===== config.mk =====
export PLATFORM = sky130hd
export DESIGN_NAME = alu_share_arbiter
export DESIGN_NICKNAME = d
export VERILOG_FILES = /design/src/rtl/alu_share_arbiter.sv
export SDC_FILE = /design/constraint.sdc
export NUM_CORES = 1
export LEC_CHECK = 0
export ABC_AREA = 1
export CORE_ASPECT_RATIO = 1.2
export CORE_MARGIN = 5
export CORE_UTILIZATION = 43
export CTS_CLUSTER_SIZE = 8
export DETAILED_ROUTE_END_ITERATION = 7
export HOLD_SLACK_MARGIN = 0.06
export PLACE_DENSITY = 0.77
export SLEW_MARGIN = 20
export SYNTH_ARGS = -nofsm -noshare
export SYNTH_HDL_FRONTEND = slang
export SYNTH_SLANG_ARGS = --single-unit

===== constraint.sdc =====
create_clock -name clk -period 3.42 [get_ports clk]
set_input_delay 0.513 -clock clk [delete_from_list [all_inputs] [get_ports clk]]
set_output_delay 0.513 -clock clk [all_outputs]
set_load 0.02 [all_outputs]

===== src/rtl/alu_share_arbiter.sv =====
// Two requesters time-share one ALU behind a one-entry registered result stage.
// Round-robin arbitration on contention; a full stage can drain and reload on the same edge.
module alu_share_arbiter #(
    parameter int WIDTH = 32
) (
    input  logic             clk,
    input  logic             reset,
    input  logic             req0_valid,
    input  logic [WIDTH-1:0] req0_a,
    input  logic [WIDTH-1:0] req0_b,
    input  logic [1:0]       req0_op,
    output logic             req0_ready,
    input  logic             req1_valid,
    input  logic [WIDTH-1:0] req1_a,
    input  logic [WIDTH-1:0] req1_b,
    input  logic [1:0]       req1_op,
    output logic             req1_ready,
    output logic             res_valid,
    output logic [WIDTH-1:0] res_data,
    output logic [3:0]       res_flags,
    output logic             res_id,
    input  logic             res_ready
);

    typedef enum logic {EMPTY = 1'b0, FULL = 1'b1} state_t;

    state_t           state, state_nxt;
    logic             last_grant;
    logic             free, grant0, grant1, grant;
    logic [WIDTH-1:0] op_a, op_b, b_eff, alu_data;
    logic [1:0]       op_sel;
    logic [WIDTH:0]   sum;
    logic             alu_c, alu_v;
    logic [3:0]       alu_flags;

    // Grants depend only on handshake state, never on operand values.
    always_comb begin
        free   = (state == EMPTY) || res_ready;
        grant0 = reset && free && req0_valid && (!req1_valid || last_grant);
        grant1 = reset && free && req1_valid && (!req0_valid || !last_grant);
        grant  = grant0 || grant1;
    end

    assign req0_ready = grant0;
    assign req1_ready = grant1;
    assign res_valid  = (state == FULL);

    always_comb begin
        state_nxt = state;
        if (grant)
            state_nxt = FULL;
        else if (state == FULL && res_ready)
            state_nxt = EMPTY;
    end

    always_ff @(posedge clk or negedge reset) begin
        if (!reset)
            state <= EMPTY;
        else
            state <= state_nxt;
    end

    // Single shared datapath: subtraction reuses the adder as a + ~b + 1.
    always_comb begin
        op_a   = grant1 ? req1_a  : req0_a;
        op_b   = grant1 ? req1_b  : req0_b;
        op_sel = grant1 ? req1_op : req0_op;
        b_eff  = (op_sel == 2'b01) ? ~op_b : op_b;
        sum    = {1'b0, op_a} + {1'b0, b_eff} + {{WIDTH{1'b0}}, (op_sel == 2'b01)};
        alu_c  = 1'b0;
        alu_v  = 1'b0;
        case (op_sel)
            2'b00, 2'b01: begin
                alu_data = sum[WIDTH-1:0];
                alu_c    = sum[WIDTH];
                alu_v    = (op_a[WIDTH-1] == b_eff[WIDTH-1]) && (sum[WIDTH-1] != op_a[WIDTH-1]);
            end
            2'b10:   alu_data = op_a & op_b;
            default: alu_data = op_a | op_b;
        endcase
        alu_flags = {alu_data[WIDTH-1], (alu_data == '0), alu_c, alu_v};
    end

    always_ff @(posedge clk or negedge reset) begin
        if (!reset) begin
            res_data   <= '0;
            res_flags  <= 4'b0000;
            res_id     <= 1'b0;
            last_grant <= 1'b1;
        end else if (grant) begin
            res_data   <= alu_data;
            res_flags  <= alu_flags;
            res_id     <= grant1;
            last_grant <= grant1;
        end
    end

endmodule


==> metrics, run 1 <==
Placed Cells 1,490; First-pass DRT Iterations 5; Comb pwr share 77.4%; initial antenna violation count 0; Mapped Area 5770 µm²; Slew Viols, Final 0; clk sinks 38; maximum clock path buffer count 2; global-route wire length before repair 41,000 µm; Worst-path clk slew 0.07 ns; Total GRT Usage 33.2%; Psw approximately 2900 µW; detail-routed via count per cell 5.71; Syn-to-layout area delta 94.3%; Starting Density 43.8%; Leakage 0.00534 µW; number of CTS-inserted buffers 5; Slew @ Worst Pin 0.572 ns; CP Buf/Inv Count 4; CTS H-tree depth 2; peak supply drop 414 µV; kind of critical path flop to flop; pre-CTS setup slack -1.13 ns; row cnt 46; Max Cap Viol 0; clk root buf clkbuf_16; GPL Wtd Cong between 0.9 and 1; Final WS setup -0.268 ns; share of cells above drive strength 1 38.0%; PwrDens 549 nW/µm²; DRC viols 0; Async SR Flop Fraction 100%; syn_nets between 1,000 and 1,500; Final Cell Area 11,200 µm²; slowest CP cell dfrtp_2; clk_skew 0.00847 ns; CP Data Required Time roughly 3.6 ns; Final nets 1,559; CP Max Fanout 5; CTS tree yes; gr ovfl total 0; die width ~120 µm; largest cells by area after synthesis nand2_1 (21%), dfrtp_1 (16%), ha_1 (8.9%); CP Capture Type flop; fin crit period 3.69 ns; full die area 15,800 µm²; post-route ant nets 0; worst-skew pair later-pin latency 0.29 ns; vias in the first global route 8,150; Final Non-Filler Cells 1,549; Ys Warns 0; cell family with the largest share of critical-path delay simple AND/OR/NAND/NOR gates; Setup-failing EPs final 17; Relative slew margins 61.9%; clock share of power 10.4%; number of synthesized flops with an enable pin 0; syn avg cell area 5.88 µm²; sequential power share 12.2%; largest net degree at the start of global routing 40; CP Launch Type flop; Port Buffers 176; Crit path top cell by count nand2_1; violation count after the first detailed-routing iteration 750; Die Y-Extent ~140 µm; Cell variety after synth 47; top cell type's share of synthesized area 21.3%; hold crit path type primary input to asynchronous set/reset pin; RSZ-0062 raised after global routing true; Core Footprint 13,200 µm²; failing checks setup timing; CP Cell Sequence a21boi_4 -> nand3_2 -> nand2_4 -> nand2_8 -> buf_12 -> buf_6 -> xnor2_1 -> ha_4 -> nand2_1 -> buf_4 -> o21a_1 -> o21ai_0 -> a21oi_2 -> nand2_2 -> nand3_2 -> nand2_1 -> nand2_1 -> nand3_1 -> nand2_2 -> inv_2 -> nand2_1 -> nor2_2 -> nand3_1 -> nand2_1; Switching Fraction 46.7%; cell area after placement 9090 µm²; data arrival time of the worst path 3.87 ns; Synth top cells by count nand2_1 (328), inv_1 (113), nor2_1 (88); Tcrit/Tclk final 108%; setup_tns -1.49 ns; DP HPWL 19,800 µm; Ports approximately 180; cell type with the largest total area after synthesis nand2_1; synthesized instance count between 900 and 1,000; Fin Hold WS between 0.4 and 0.5 ns; Post-Route WL ~31,000 µm; final hold viol count 0; crit path launch res_valid; f_max 271 MHz; #FFs+latches synth 38; r2r startpoint res_valid; vias about 9,000; DR WL/cell 20.1 µm; most frequent cell after synthesis nand2_1; commonest register cell after synthesis dfrtp_1; # diodes 0; Pint approximately 3300 µW; crit-path max cell delay 0.45 ns; outcome complete, but fails checks; sequential area share after synthesis 16.5%
==> layout by cell type (no fill, tap or decap), types with 4 or more instances in the layout <==
cell,instances
mux2i_1,7
inv_1,94
nand3_1,44
nand2_4,14
xnor2_2,9
buf_12,10
clkdlybuf4s50_1,172
inv_2,18
nor2_1,61
buf_4,215
o21ai_2,15
o21ai_0,43
clkbuf_16,6
a21oi_2,25
a21oi_1,29
nand3b_1,6
ha_1,16
a31oi_1,20
o21ai_1,14
ha_4,23
nor2_4,9
dfrtp_1,36
xor2_1,9
nand4_1,6
o21bai_2,4
nand3_2,15
nor2_2,19
xnor2_1,7
or2_2,12
buf_6,16
nand2_8,4
nand2_2,48
nand2_1,275
==> through the flow <==
step                      util (%)  power, µW
after floorplan                  -       2480
after global placement        69.0       4200
after detailed placement      69.0       4250
after CTS                     79.0       5420
after global routing          85.0       6430
final                         85.0       6150
==> registers in the layout (all words and copies together), names as in the netlist <==
signal,cells
res_data,32
last_grant,1
res_valid,1
res_id,1
res_flags,3
==> worst reg2reg max path, delay by kind of cell, from the launching register on <==
family	cells	cell delay (ns)
adder cells (fa/ha/maj)	1	0.28
AO/OA/AOI/OAI	4	0.79
buffers and inverters	4	0.47
XOR/XNOR	1	0.32
AND/OR/NAND/NOR	14	1.30
flip-flops	1	0.45
==> path summary, 6_finish.rpt <==
| kind | slack [ns] | depth (start not counted) | endpoint |
|---|---|---|---|
| min | 0.43 | 3 | res_data[14] |
| max | -0.27 | 24 | res_flags[2] |
| max in group asynchronous | 2.60 | 3 | res_valid |
| max reg2reg | -0.27 | 24 | res_flags[2] |
| min reg2reg | 0.49 | 2 | res_id |
| min in group clk | 0.49 | 2 | res_id |
==> cells by family (layout without fill, tap and decap cells) <==
family	after synthesis	after routing	synth area share (%)
mux	11	11	1.91
simple gates	527	528	38.2
compound gates	183	183	18.1
flops	38	38	16.5
fa+ha+maj	44	44	9.63
xor+xnor	32	32	4.86
buf+inv	147	545	10.8
==> routing by layer <==
layer  wire length, µm  global-route usage [%]
met1             10400                    34.5
met2             15300                    61.7
met3              2360                    3.76
met4              3110                    22.4
met5                 0                       0
==> layout make-up <==
class                      instances  area, µm²
clock inverter                     3       68.8
inverter                         115        439
sequential                        38        953
timing repair buffer             422       3860
multi-input combinational        798       5550
tap                              168        210
clock buffer                       5        125
fill                             741       1970
==> power by group through the flow <==
stage	logic, µW	clock network, µW	registers (µW)
after global routing	5010	656	767
final	4760	642	748
after global placement	3460	0	737
after CTS	4050	637	739
after floorplan	1530	0	954
after detailed placement	3500	0	743
==> repair_timing <==
action | CTS | global route
gates cloned | 4 | 1
pin swaps | 92 | 92
endpoints found under the hold margin | 0 | 0
hold buffers | 0 | 0
buffers inserted | 37 | 15
gates resized for setup | 191 | 153
endpoints found under the setup margin | 24 | 23
Note: power is estimated with default switching activity, not from simulation.
==> run 2: changes to the inputs <==
--- a/config.mk
+++ b/config.mk
@@ -13,6 +13,7 @@
 export DETAILED_ROUTE_END_ITERATION = 7
 export HOLD_SLACK_MARGIN = 0.06
 export PLACE_DENSITY = 0.77
+export SETUP_SLACK_MARGIN = 0.15
 export SLEW_MARGIN = 20
 export SYNTH_ARGS = -nofsm -noshare
 export SYNTH_HDL_FRONTEND = slang
==> metrics, run 2 (synthesis gave the netlist of run 1 again) <==
outcome complete, but fails checks; failing checks setup timing; DRC viols 0 (unchanged); fin crit period 3.85 ns (+0.159 ns); DP HPWL 19,400 µm (-2.3%); Starting Density 43.8% (unchanged); Ports 177 (unchanged); share of cells above drive strength 1 37.0% (-1.1 points); largest net degree at the start of global routing 41 (+2.5%); Worst-path clk slew 0.07 ns (about the same); most common cell after layout, fill and taps aside nand2_1; Fin Hold WS 0.418 ns (-0.0114 ns); worst reg2reg path depth 26 (+8.3%); clk root buf clkbuf_16; global-route wire length before repair 41,500 µm (+1.1%); Syn-to-layout area delta 89.2%; Die Y-Extent 137 µm (unchanged); Post-Route WL 30,300 µm (-2.6%); Max Cap Viol 0 (unchanged); Top reg by flops res_data; fill count 764 (+3.1%); Tcrit/Tclk final 112% (+4.6 points); most frequent cells in the layout nand2_1 (275), buf_4 (226), clkdlybuf4s50_1 (172); row cnt 46 (unchanged); f_max 260 MHz (-4.1%); PwrDens 548 nW/µm² (-0.19%); RSZ-0062 raised after global routing true; data arrival time of the worst path 4.07 ns (+0.20 ns); r2r startpoint last_grant; Slew Viols, Final 0 (unchanged); DR WL/cell 19.5 µm (-3.1%); Slew @ Worst Pin 0.582 ns (+0.00975 ns); clk sinks 38 (unchanged); r2r endpoint res_flags[2]; kind of critical path flop to flop; Port Buffers 176 (unchanged); multi-input logic area 5320 µm² (-4.1%); maximum clock path buffer count 2 (unchanged); CP Max Fanout 8 (+3); die width 116 µm (unchanged); Leakage 0.00529 µW (-0.98%); Final nets 1,566 (+0.45%); GPL Wtd Cong 0.977 (-0.41%); First-pass DRT Iterations 6 (+1); Sequential cell area 953 µm² (unchanged); final hold viol count 0 (unchanged); max FFs per register 32 (unchanged); Setup-failing EPs final 14 (-3); number of CTS-inserted buffers 5 (unchanged); gr ovfl total 0 (unchanged); Total GRT Usage 33.4% (+0.17 points); Relative slew margins 61.2% (-0.65 points); hold_buf cts 0 (unchanged); CTS H-tree depth 2 (unchanged); initial antenna violation count 0 (unchanged); detail-routed via count per cell 5.73 (+0.21%); CTS tree yes; CP Launch Type flop; clk_skew 0.00480 ns (-0.00366 ns); violation count after the first detailed-routing iteration 840 (+12%); worst-skew pair later-pin latency 0.29 ns (about the same); post-route ant nets 0 (unchanged); hold crit path type primary input to asynchronous set/reset pin; peak supply drop 432 µV (+4.3%); Core Footprint 13,200 µm² (unchanged); Final WS setup -0.426 ns (-0.159 ns); full die area 15,800 µm² (unchanged); # diodes 0 (unchanged); Largest regs res_data (32), res_flags (3); vias in the first global route 8,445 (+3.6%); CP Data Required Time 3.65 ns (+0.05 ns); vias 8,911 (+0.67%); CP Capture Type flop; r2r setup slk -0.43 ns (-0.16 ns); setup_tns -1.99 ns (-0.499 ns)
run 2: power breakdown:
part | leakage [µW] | switching (µW) | internal (µW)
Clock | 0.0000760 | 211 | 344
Combinational | 0.00476 | 2490 | 2160
Sequential | 0.000455 | 136 | 633
Total | 0.00529 | 2840 | 3140
run 2: timing repair:
item | in CTS | in global routing
resized for setup | 163 | 131
setup buffers | 34 | 13
gates cloned | 3 | 1
setup endpoints to repair | 25 | 26
pin swaps | 75 | 54
run 2: worst max path at each step:
stage / slack [ns] / end / startpoint
2_1_floorplan: 0.16 / res_flags[2] / res_ready
3_3_place_gp: -0.80 / res_flags[2] / res_ready
3_5_place_dp: -0.87 / res_flags[2] / res_ready
4_1_cts: -0.08 / res_flags[2] / res_valid
5_1_grt: -0.61 / res_flags[2] / last_grant
6_report: -0.43 / res_flags[2] / last_grant
run 2: area by class of cell:
class / count / area share, %
timing repair buffer: 428 / 35.0
clock inverter: 3 / 0.413
multi-input combinational: 799 / 48.7
inverter: 115 / 4.05
clock buffer: 5 / 1.15
tap: 168 / 1.93
sequential: 38 / 8.73
run 2: through the flow:
| stage | cell area [µm²] | std cells | power (µW) | utilization [%] | worst slack (ns) |
|---|---|---|---|---|---|
| after floorplan | 5850 | 982 | 2510 | - | 0.160 |
| after global placement | 9180 | 1497 | 4230 | 69.6 | -0.797 |
| after detailed placement | 9180 | 1497 | 4280 | 69.6 | -0.869 |
| after CTS | 10300 | 1542 | 5330 | 77.9 | -0.0824 |
| after global routing | 10900 | 1556 | 6250 | 82.8 | -0.608 |
| final | 10900 | 1556 | 5980 | 82.8 | -0.426 |
run 2: metal layers:
| metal | up-vias | share of wire (%) | track usage, % |
|---|---|---|---|
| met5 | - | 0 | 0 |
| met4 | 0 | 8.1 | 23.4 |
| met3 | 216 | 9.1 | 5.09 |
| met2 | 645 | 49 | 60.3 |
| met1 | 4057 | 34 | 34.9 |
| li1 | 3993 | - | - |
run 2: worst max-delay path: stages (launching register included):
cell	delay, ns
dfstp_2	0.57
nand2_2	0.08
nand2_4	0.15
buf_12	0.13
o21bai_4	0.06
nand2_4	0.10
nand2_8	0.11
buf_12	0.18
xnor2_4	0.13
ha_1	0.35
nand2_1	0.11
nand2_2	0.08
buf_4	0.14
nand2_2	0.06
nand2_2	0.05
a21oi_2	0.22
nand2_4	0.11
nand2_2	0.08
nand2_2	0.09
nand2_1	0.11
nand3b_1	0.08
a31o_2	0.28
nor2_2	0.13
nand3_2	0.09
nor2_1	0.12
nand3_1	0.07
nand2_1	0.08
==> run 3: changes to the inputs <==
--- a/config.mk
+++ b/config.mk
@@ -5,15 +5,14 @@
 export SDC_FILE = /design/constraint.sdc
 export NUM_CORES = 1
 export LEC_CHECK = 0
-export ABC_AREA = 1
-export CORE_ASPECT_RATIO = 1.2
+export CORE_ASPECT_RATIO = 0.8
 export CORE_MARGIN = 5
 export CORE_UTILIZATION = 43
 export CTS_CLUSTER_SIZE = 8
 export DETAILED_ROUTE_END_ITERATION = 7
 export HOLD_SLACK_MARGIN = 0.06
-export PLACE_DENSITY = 0.77
-export SETUP_SLACK_MARGIN = 0.15
+export PLACE_DENSITY = 0.78
+export SETUP_SLACK_MARGIN = 0.02
 export SLEW_MARGIN = 20
 export SYNTH_ARGS = -nofsm -noshare
 export SYNTH_HDL_FRONTEND = slang
==> metrics, run 3 <==
most frequent cell after synthesis nand2_1; initial antenna violation count 0 (unchanged); CP Buf/Inv Count 3 (unchanged); top cell type's share of synthesized area 16.6% (-4.7 points); hold crit path type primary input to asynchronous set/reset pin; failing checks setup timing; First-pass DRT Iterations 5 (-1); most common cell after layout, fill and taps aside buf_4; Fin Hold WS 0.360 ns (-0.0581 ns); Port Buffers 176 (unchanged); kind of critical path primary input to flop; CTS H-tree depth 2 (unchanged); outcome complete, but fails checks; max FFs per register 32 (unchanged); sequential power share 13.9% (+1.0 points); Switching Fraction 43.5% (-3.9 points); post-route ant nets 0 (unchanged); slowest CP cell a2111oi_4; clk sinks 38 (unchanged); Starting Density 43.5% (-0.25 points); CP Max Fanout 5 (-3); largest net degree at the start of global routing 40 (-2.4%); row cnt 37 (-20%); DRC viols 0 (unchanged); DR WL/cell 20.2 µm (+3.7%); CP Data Required Time 3.62 ns (-0.03 ns); clock share of power 9.3% (about the same); syn avg cell area 7.41 µm² (+26%); XOR/XNOR share of the synthesized area 8.98% (+4.1 points); CTS tree yes; number of synthesized flops with an enable pin 0 (unchanged); Syn-to-layout area delta 87.9%; Post-Route WL 26,500 µm (-13%); Ports 177 (unchanged); GPL Wtd Cong 0.980 (+0.31%); Final Non-Filler Cells 1,309 (-16%); Async SR Flop Fraction 100% (unchanged); vias 7,614 (-15%); clk root buf clkbuf_16; number of CTS-inserted buffers 5 (unchanged); share of cells above drive strength 1 37.2% (+0.25 points); Die Y-Extent 112 µm (-18%); Relative slew margins 58.1% (-3.1 points); Adder-Cell Fraction of Synth Area 13.5% (+3.9 points); Slew Viols, Final 0 (unchanged); most frequent cells in the layout buf_4 (214), clkdlybuf4s50_1 (168), nand2_1 (134); syn_nets 930 (-20%); die width 137 µm (+18%); maximum clock path buffer count 2 (unchanged); largest family of logic cells by synthesized area compound AO/OA/AOI/OAI gates; Comb pwr share 76.8% (-1.1 points); hold_buf cts 0 (unchanged); RSZ-0062 raised after global routing true; Final WS setup -0.862 ns (-0.436 ns); global-route wire length before repair 36,500 µm (-12%); post-synthesis mux area share 10.3% (+8.4 points); PwrDens 527 nW/µm² (-3.8%); worst-skew pair later-pin latency 0.28 ns (about the same); Core Footprint 12,800 µm² (-3.1%); #FFs+latches synth 38 (unchanged); Synth top cells by count nand2_1 (145), a21oi_1 (71), nor2_1 (70); Slew @ Worst Pin 0.624 ns (+0.0427 ns); violation count after the first detailed-routing iteration 863 (+2.7%); full die area 15,300 µm² (-3.3%); Simple-Gate Fraction of Synth Area 22.1% (-16 points); synthesized instance count 751 (-24%); Worst-path clk slew 0.06 ns (about the same); final hold viol count 0 (unchanged); Tcrit/Tclk final 125% (+13 points); peak supply drop 361 µV (-16%); Mapped Area 5560 µm² (-3.6%); # diodes 0 (unchanged); CP Cell Sequence buf_2 -> a21boi_4 -> nand3_4 -> nand3b_1 -> o21ai_4 -> buf_12 -> buf_12 -> xnor2_4 -> ha_1 -> a21o_1 -> a22o_1 -> or2_4 -> a2111oi_4 -> nor3_2 -> a211oi_2 -> nand4_1 -> nor4b_2 -> and4_1 -> nand4_1 -> o31ai_2; fin crit period 4.28 ns (+0.436 ns); Placed Cells 1,269 (-15%); CP Launch Type primary input; gr ovfl total 0 (unchanged); Cell variety after synth 76 (+62%); commonest register cell after synthesis dfrtp_1; Pint 3110 µW (-1.0%); Largest regs res_data (32), res_flags (3); crit-path max cell delay 0.39 ns (-0.18 ns); clk_skew 0.00994 ns (+0.00513 ns); data arrival time of the worst path 4.48 ns (+0.41 ns); Leakage 0.00461 µW (-13%); Ys Warns 0 (unchanged); cell type with the largest total area after synthesis dfrtp_1; Final nets 1,312 (-16%); CP Capture Type flop; Top reg by flops res_data; Total GRT Usage 29.5% (-3.9 points); Synth Area in Compound Gates 22.7% (+4.5 points); fill count 753 (-1.4%); f_max 234 MHz (-10%); Max Cap Viol 0 (unchanged); largest cells by area after synthesis dfrtp_1 (17%), nand2_1 (9.8%), ha_1 (9.2%); Psw 2400 µW (-15%); sequential area share after synthesis 17.1% (+0.62 points); DP HPWL 17,900 µm (-7.5%); cell family with the largest share of critical-path delay simple AND/OR/NAND/NOR gates; detail-routed via count per cell 5.82 (+1.6%); Setup-failing EPs final 24 (+10); vias in the first global route 7,163 (-15%)
## run 3: cell types whose count changed after synthesis, moves of 14 or more
cell / before / now
inv_1: 113 / 22
mux2i_1: 11 / 43
xnor2_1: 19 / 52
nand2_1: 328 / 145
maj3_1: 0 / 22
nand3_1: 61 / 8
a21oi_1: 57 / 71
a31oi_1: 23 / 6
nor2_1: 88 / 70
o21ai_0: 64 / 35
## run 3: worst reg2reg max path, delay by kind of cell (launching register included)
family	cells	cell delay (ns)
compound gates	7	1.49
xor+xnor	1	0.19
fa+ha+maj	1	0.28
buf+inv	2	0.30
flops	1	0.38
simple gates	8	1.57
## run 3: cell type report
cell class / instances / area (µm²) / share of cell area, %
Inverter: 23 / 98.8 / 0.946
Clock inverter: 3 / 40.0 / 0.383
Tap cell: 175 / 219 / 2.10
Clock buffer: 5 / 125 / 1.20
Multi-Input combinational cell: 648 / 5310 / 50.8
Timing Repair Buffer: 417 / 3710 / 35.5
Sequential cell: 38 / 952 / 9.11
## run 3: cell families (layout without fill, tap and decap cells)
group,count (synthesis),in the layout
AND/OR/NAND/NOR,280,280
AO/OA/AOI/OAI,192,192
buffers and inverters,65,448
adder cells (fa/ha/maj),64,64
XOR/XNOR,57,57
multiplexers,55,55
flip-flops,38,38
## run 3: path summary, 6_finish.rpt
kind                             startpoint           end  cells past startpoint  slack (ns)
worst min register to register  res_data[1]   res_data[1]                      2        0.49
worst max register to register   last_grant  res_flags[2]                     19       -0.86
worst max-delay path             req0_valid  res_flags[2]                     20       -0.86
min in group clk                res_data[1]   res_data[1]                      2        0.49
worst min-delay path                  reset   res_data[3]                      3        0.36
max in group asynchronous             reset  res_data[20]                      4        2.68
## run 3: repair_timing
action / 4_1_cts / 5_1_grt
gates resized for setup: 97 / 115
buffers inserted: 26 / 16
endpoints found under the setup margin: 30 / 29
pin swaps: 48 / 82
## run 3: power by group through the flow
stage	Clock, µW	Combinational [µW]	Sequential [µW]
6_report	514	4230	766
5_1_grt	542	4430	788
4_1_cts	519	3660	765
3_5_place_dp	0	3320	764
3_3_place_gp	0	3270	755
2_1_floorplan	0	1470	981
## run 3: through the flow
step           util (%)  area (µm²)  TNS (ns)  total power, µW  setup WS [ns]
6_report           81.8       10500     -9.48             5510         -0.862
5_1_grt            81.8       10500    -12.72             5760          -1.02
4_1_cts            77.1        9850     -6.47             4950         -0.740
3_5_place_dp       70.8        9050    -26.09             4080          -1.49
3_3_place_gp       70.8        9050    -23.33             4030          -1.42
2_1_floorplan         -        5760    -11.25             2460          -1.11
## run 3: per-layer routing
layer,GRT usage [%],vias up,part of all wire (%)
met4,6.72,0,3.5
met5,0,-,0
met1,41.3,3610,40
met2,47.2,471,47
met3,5.28,97,9.8
li1,-,3436,-
